### config.mk
export PLATFORM = sky130hd
export DESIGN_NAME = alu_muldiv_seq
export DESIGN_NICKNAME = d
export VERILOG_FILES = /design/src/rtl/alu_muldiv_seq.sv
export SDC_FILE = /design/constraint.sdc
export NUM_CORES = 1
export LEC_CHECK = 0
export CAP_MARGIN = 20
export CORE_ASPECT_RATIO = 1.5
export CORE_MARGIN = 4
export CORE_UTILIZATION = 61
export DETAILED_ROUTE_END_ITERATION = 8
export PLACE_DENSITY = 0.86
export SETUP_SLACK_MARGIN = 0.5
export SYNTH_ARGS = -nofsm -noshare
export SYNTH_HDL_FRONTEND = slang
export SYNTH_SLANG_ARGS = --single-unit
### constraint.sdc
create_clock -name clk -period 6.2 [get_ports clk]
set_input_delay 1.55 -clock clk [delete_from_list [all_inputs] [get_ports clk]]
set_output_delay 1.55 -clock clk [all_outputs]
set_load 0.01 [all_outputs]
### src/rtl/alu_muldiv_seq.sv
// Iterative multiply/divide unit for MULT/MULTU/DIV/DIVU: sign-magnitude entry,
// WIDTH radix-2 iterations, then sign correction into the HI/LO registers.
module alu_muldiv_seq #(
  parameter int WIDTH = 32
) (
  input  logic             clk,
  input  logic             rst,
  input  logic             start,
  input  logic [1:0]       op,
  input  logic [WIDTH-1:0] A,
  input  logic [WIDTH-1:0] B,
  output logic             busy,
  output logic             done,
  output logic [WIDTH-1:0] HI,
  output logic [WIDTH-1:0] LO,
  output logic             div_zero
);

  localparam int CW = $clog2(WIDTH);
  localparam int W2 = 2 * WIDTH;
  localparam logic [CW-1:0] LAST = CW'(WIDTH - 1);

  // Handshake: start is taken only when busy is low (IDLE); done pulses one
  // cycle when HI/LO/div_zero change. No back-pressure on the result side.
  typedef enum logic [1:0] {IDLE, RUN, FIX} state_t;
  state_t state, state_next;

  logic [CW-1:0]    cnt;
  logic             is_div, sign_a, sign_b;
  logic [WIDTH-1:0] a_orig, mag_a, mag_b;
  logic [W2-1:0]    acc;

  logic             in_sa, in_sb;
  logic [WIDTH-1:0] in_mag_a, in_mag_b;
  logic [WIDTH:0]   mul_sum, rem_shift, div_diff;
  logic [W2-1:0]    mul_next, div_next, prod_fix;
  logic             neg_q;
  logic [WIDTH-1:0] quo_fix, rem_fix;

  always_comb begin
    in_sa    = ~op[0] & A[WIDTH-1];
    in_sb    = ~op[0] & B[WIDTH-1];
    in_mag_a = (A ^ {WIDTH{in_sa}}) + WIDTH'(in_sa);
    in_mag_b = (B ^ {WIDTH{in_sb}}) + WIDTH'(in_sb);
  end

  // Multiply adds into the upper half and shifts right; divide shifts the
  // dividend out of the lower half while quotient bits shift in behind it.
  always_comb begin
    mul_sum   = {1'b0, acc[W2-1:WIDTH]} + {1'b0, (acc[0] ? mag_b : '0)};
    mul_next  = {mul_sum, acc[WIDTH-1:1]};
    rem_shift = {acc[W2-1:WIDTH], acc[WIDTH-1]};
    div_diff  = rem_shift - {1'b0, mag_b};
    div_next  = div_diff[WIDTH] ? {rem_shift[WIDTH-1:0], acc[WIDTH-2:0], 1'b0}
                                : {div_diff[WIDTH-1:0], acc[WIDTH-2:0], 1'b1};
  end

  always_comb begin
    neg_q    = sign_a ^ sign_b;
    prod_fix = (acc ^ {W2{neg_q}}) + W2'(neg_q);
    quo_fix  = (acc[WIDTH-1:0] ^ {WIDTH{neg_q}}) + WIDTH'(neg_q);
    rem_fix  = (acc[W2-1:WIDTH] ^ {WIDTH{sign_a}}) + WIDTH'(sign_a);
  end

  always_ff @(posedge clk) begin
    if (!rst) state <= IDLE;
    else      state <= state_next;
  end

  always_comb begin
    state_next = state;
    busy       = 1'b0;
    case (state)
      IDLE: if (start) state_next = RUN;
      RUN: begin
        busy = 1'b1;
        if (cnt == LAST) state_next = FIX;
      end
      FIX: begin
        busy       = 1'b1;
        state_next = IDLE;
      end
      default: state_next = IDLE;
    endcase
  end

  always_ff @(posedge clk) begin
    if (!rst) begin
      cnt      <= '0;
      is_div   <= 1'b0;
      sign_a   <= 1'b0;
      sign_b   <= 1'b0;
      a_orig   <= '0;
      mag_a    <= '0;
      mag_b    <= '0;
      acc      <= '0;
      HI       <= '0;
      LO       <= '0;
      div_zero <= 1'b0;
      done     <= 1'b0;
    end else begin
      done <= 1'b0;
      case (state)
        IDLE: if (start) begin
          is_div <= op[1];
          sign_a <= in_sa;
          sign_b <= in_sb;
          a_orig <= A;
          mag_a  <= in_mag_a;
          mag_b  <= in_mag_b;
          acc    <= {{WIDTH{1'b0}}, in_mag_a};
          cnt    <= '0;
        end
        RUN: begin
          acc <= is_div ? div_next : mul_next;
          cnt <= cnt + 1'b1;
        end
        FIX: begin
          done <= 1'b1;
          if (!is_div) begin
            {HI, LO} <= prod_fix;
            div_zero <= 1'b0;
          end else if (mag_b == '0) begin
            HI       <= a_orig;
            LO       <= '1;
            div_zero <= 1'b1;
          end else begin
            HI       <= rem_fix;
            LO       <= quo_fix;
            div_zero <= 1'b0;
          end
        end
        default: ;
      endcase
    end
  end

endmodule

**Yosys cells after proc, flatten, opt, wreduce, memory -nomap -nowiden**

Cells that the tools add are included.
W data, S select, Z words.

- Register bits: 204
- Logic and storage cells: 59

- Eq/ne operators: 5
- Add/subtract/negate cells: 8
- Multiplexer cells: 18
- Bitwise operators: 9
- Reductions and logical operators: 7

Operator list:

| operator | count |
|---|---|
| $mux W64 | 3 |
| $mux W32 | 5 |
| $add A32 B1 Y32 | 4 |
| $pmux W64 S2 | 1 |
| $xor A32 B32 Y32 | 4 |
| $add A64 B1 Y64 | 1 |
| $xor A64 B64 Y64 | 1 |
| $add A32 B32 Y33 | 1 |
| $sub A33 B32 Y33 | 1 |
| $logic_not A32 Y1 | 1 |
| $pmux W5 S2 | 1 |
| $reduce_and A2 Y1 | 3 |
| $add A5 B1 Y5 const B | 1 |
| $eq A5 B5 Y1 const B | 1 |
| $mux W5 | 1 |
| $mux W1 | 4 |
| $mux W2 | 2 |
| $ne A2 B2 Y1 const B | 2 |
| $pmux W2 S2 | 1 |
| $and A1 B1 Y1 | 2 |
| $eq A2 B1 Y1 const B | 1 |
| $eq A2 B2 Y1 const B | 1 |
| $logic_not A2 Y1 | 1 |
| $reduce_bool A2 Y1 | 1 |
| other kinds (3) | 3 |

**Logic depth before layout (Yosys ltp)**

- Depth in word-level cells: 6
- Gate-level depth with buffers: 19
- Mapped depth without buffers: 13

**Worst setup path after synthesis**

Ideal clock, no wire load.

- Path kind: reg2reg
- From: register sign_a
- To: register HI[30]
- Slack: 1.673 ns
- Data arrival time: 4.441 ns
- Cell stages (with the launch flop): 20
- Period minus slack after synthesis: 4.527 ns
- Buffers on the path: 6
- Required time: 6.114 ns
- Cell sequence: dfxtp_1 buf_4 xnor2_4 inv_4 buf_6 clkbuf_1 buf_2 buf_1 ha_1 ha_1 or4b_1 nor3_2 o221ai_2 nor4_4 and3_1 buf_4 nand4_1 nor3b_2 xnor2_1 a221oi_2

- Word-level cells in the longest chain between the ends: 4

RTL lines:

| item | line | text |
|---|---|---|
| from (decl) | 29 | `logic is_div, sign_a, sign_b;` |
| from (signal assigned) | 106 | `sign_a <= in_sa;` |
| $xor A1 B1 Y1 / $xor A32 B32 Y32 (equally long branches) | 59, 62 |  |
| $xor A64 B64 Y64 / $add A32 B1 Y32 (equally long branches) | 60, 62 |  |
| $add A64 B1 Y64 / $mux W32 (equally long branches) | 60, 123 |  |
| $mux W32 * | 120 | `if (!is_div) begin` |
| to (signal assigned) | 121 | `{HI, LO} <= prod_fix;` |
| to (signal assigned) | 124 | `HI <= a_orig;` |
| to (signal assigned) | 128 | `HI <= rem_fix;` |
| to (decl) | 14 | `output logic [WIDTH-1:0] HI,` |

Every way passes the cells marked *; elsewhere a longest branch is shown, timed or not.
A chain may end at the register's enable or synchronous reset.

**Worst setup path in the final report**

- From: input port op[0]
- To: register mag_b[31]

- Word-level cells in the longest chain between the ends: 4

RTL lines:

| item | line | text |
|---|---|---|
| from (decl) | 9 | `input logic [1:0] op,` |
| $not A1 Y1 * | 42 | `in_sb = ~op[0] & B[WIDTH-1];` |
| $and A1 B1 Y1 * | 42 |  |
| $xor A32 B32 Y32 | 44 | `in_mag_b = (B ^ {WIDTH{in_sb}}) + WIDTH'(in_sb);` |
| $add A32 B1 Y32 * | 44 |  |
| to (signal assigned) | 110 | `mag_b <= in_mag_b;` |
| to (decl) | 30 | `logic [WIDTH-1:0] a_orig, mag_a, mag_b;` |

Marks and branches as above.

==> out/results.tsv <==
stage	metric	value	unit
status	outcome	finished, final reports clean	
clocking	cts_resized	0	
global_routing	globalRoute.totalOverflow	0	
sta	min_period_over_period	0.7044	
worst_setup_path	cp_slowest_cell	clkdlybuf4s50_1	
clocking	cts_tree	done	
cells_and_area	fin_cells	2992	
worst_setup_path	cp.required	6.65	ns
worst_hold_path	holdPathStages	2	
sta	setup_tns	0	ns
floorplanning	die_w	151.1	um
logic_synthesis	synthTopCellsByArea	dfxtp_1 22%, xnor2_1 9.9%, a21oi_1 6.7%, nand2_1 6.3%, ha_1 5.1%	
clocking	clk_path_buf_depth	3	
clocking	clock-sinks	204	
route	wl_per_cell	21.76	um
placed_design	dp_cells	2952	
global_routing	grt_max_degree	72	
cells_and_area	fin_nets	2725	
route	drcViolationCount	0	
floorplanning	rows	78	
route	via_per_inst	6.604	
clocking	worstSkewPairLatency	0.54	ns
floorplanning	io_pins	136	
route	ant_nets	0	
clocking	ctsHoldBuffers	0	
clocking	post_cts_buffers	0	
cells_and_area	nFillCells	2631	
global_routing	grt_pass1_wl	100300	um
logic_synthesis	synth_cells	2602	
logic_synthesis	synth_ff_type	dfxtp_1	
global_routing	grt_antenna_before_repair	0	
logic_synthesis	synth_enable_flop_cells	0	
route	wl	65100	um
logic_synthesis	synth.avg_cell_area	7.198	sq um
sta	fmax	0.2290	GHz
cells_and_area	diodes	0	
worst_setup_path	critical_path.max_stage_delay	0.61	ns
placed_design	portBuffers	135	
clocking	cts.root.buffer_cell	clkbuf_16	
logic_synthesis	ys_warn_count	0	
sta	final-setup-viol-count	0	
floorplanning	initial_core_util	0.6191	
worst_setup_path	path_class	in2reg	
logic_synthesis	syn_area	18730	sq um
worst_setup_path	worst_setup_path_start_kind	input port	
global_routing	grt_pass1_vias	18920	
sta	fin_hold_ws	0.4522	ns
sta	tightest_slew	0.9731	ns
logic_synthesis	synthArstFlopShare	0	
sta	fin_crit	4.368	ns
floorplanning	fp.coreArea	30250	sq um
worst_setup_path	cp_max_fo	12	
sta	hold_viol_final	0	
placed_design	gp_congestion	0.9953	
clocking	clkTransAtPathRegs	0.06	ns
worst_setup_path	worstSetupEndpointType	register	
sta	slew_viol_final	0	
route	vias	19760	
sta	finalWorstSetupSlack	1.832	ns
cells_and_area	syn_to_final_growth	10.44	%
worst_setup_path	ff2ff_path_depth	13	
pwr	vdd_drop_max	0.1736	mV
floorplanning	die_h	222.6	um
logic_synthesis	synth-seq-cells	204	
global_routing	grt_use_total	0.3733	
logic_synthesis	synth.largest_area_cell	dfxtp_1	
logic_synthesis	syn_nets	2750	
sta	rsz0062_at_grt	no	
route	firstDrtPassIters	6	
logic_synthesis	yosys.area.top_type_share	0.2181	
floorplanning	die_area	33630	sq um
sta	skew	0.01428	ns
worst_hold_path	hold_path.class	reg2reg	
pwr	leakage	7.520	nW
cells_and_area	layout-drive-gt1-share	0.05401	
placed_design	place_ws	1.350	ns
worst_setup_path	worstPathArrival	4.82	ns
clocking	numCtsBuffers	23	
clocking	htree_levels	1	
logic_synthesis	yosysSeqAreaShare	0.2181	
logic_synthesis	synth.distinct_cells	106	
sta	slew-limit-headroom	0.3453	
placed_design	dp.final_hpwl	48810	um
pwr	power	0.003890	W
route	drtIter0Drc	1664	
pwr	power.density	188.0	nW/um^2
run	cap_violations	0	
worst_setup_path	crit_chain	clkdlybuf4s50_1 > nand2b_1 > clkinv_1 > o32a_1 > nor3_2 > and4_1 > and2_1 > nand2_1 > nor2_1 > xor2_1 > a211oi_1	
[synthesized netlist by cell type (17+ instances only)]
cell	n
nand2_1	315
a21oi_1	251
nor2_1	222
xnor2_1	211
dfxtp_1	204
o21ai_0	170
clkbuf_1	161
inv_1	93
ha_1	77
mux2i_1	76
nand3_1	60
xor2_1	54
a211oi_1	52
nor3_1	52
o211ai_1	44
a31oi_1	35
buf_1	31
a21o_1	29
nand2b_1	28
nand4_1	27
o22ai_1	27
and3_1	24
nor4_1	20
and2_1	19
a22oi_1	17
or3_1	17
[placed cells by master (no fill, tap or decap), types with 54 or more instances in the layout]
cell type / instances
a21oi_1: 250
clkdlybuf4s50_1: 134
dfxtp_1: 202
ha_1: 76
inv_1: 92
mux2i_1: 76
nand2_1: 314
nand3_1: 60
nor2_1: 220
o21ai_0: 170
xnor2_1: 211
xor2_1: 54
[sequential cells by signal, summed over array words and instances (netlist names)]
register / count
acc: 64
HI: 32
LO: 32
a_orig: 32
mag_b: 32
cnt: 5
state: 2
div_zero: 1
done: 1
is_div: 1
sign_a: 1
sign_b: 1
[worst max-delay path, delay by kind of cell]
family                 cells  cell delay [ns]
buffers and inverters      2             0.94
AO/OA/AOI/OAI              2             0.69
XOR/XNOR                   1             0.08
AND/OR/NAND/NOR            6             1.55
[metal layers]
layer  GRT usage  part of all wire
met2      0.6404              0.48
met1      0.3720              0.34
met5           0                 0
met4      0.3516              0.12
met3     0.06305             0.067
[worst paths after layout]
kind / start / to / slack [ns]
max: op[0] / mag_b[31] / 1.83
min: HI[22] / HI[22] / 0.45
max reg2reg: sign_b / HI[8] / 2.08
min reg2reg: HI[22] / HI[22] / 0.45
[cells by family after synthesis]
| kind of cell | count (synthesis) | synth area share |
|---|---|---|
| AO/OA/AOI/OAI | 778 | 0.2621 |
| XOR/XNOR | 267 | 0.1263 |
| adder cells (fa/ha/maj) | 79 | 0.05358 |
| buffers and inverters | 306 | 0.06360 |
| flip-flops | 204 | 0.2181 |
| multiplexers | 88 | 0.04870 |
| AND/OR/NAND/NOR | 880 | 0.2277 |
[cell type report]
cell class	instances	area [sq um]	area share
Sequential cell	204	4089	0.1977
Tap cell	400	500.5	0.02420
Clock buffer	30	631.9	0.03055
Timing Repair Buffer	160	1534	0.07416
Inverter	96	364.1	0.01760
Multi-Input combinational cell	2092	13470	0.6514
Clock inverter	10	91.34	0.004416
[report_power, final]
part	leakage [nW]	total [W]	internal (W)	switching, W
Sequential	1.66	0.00150	0.00137	0.000129
Clock	0.353	0.00135	0.000763	0.000591
Combinational	5.50	0.00104	0.000401	0.000634
[per-stage QoR]
| stage | utilization | instance area, sq um |
|---|---|---|
| 3_3_place_gp | 0.6598 | 19960 |
| 4_1_cts | 0.6837 | 20680 |
| 5_1_grt | 0.6837 | 20680 |
| 3_5_place_dp | 0.6598 | 19960 |
| 2_1_floorplan | - | 18730 |
| 6_report | 0.6837 | 20680 |
(Power assumes the default switching activity.)
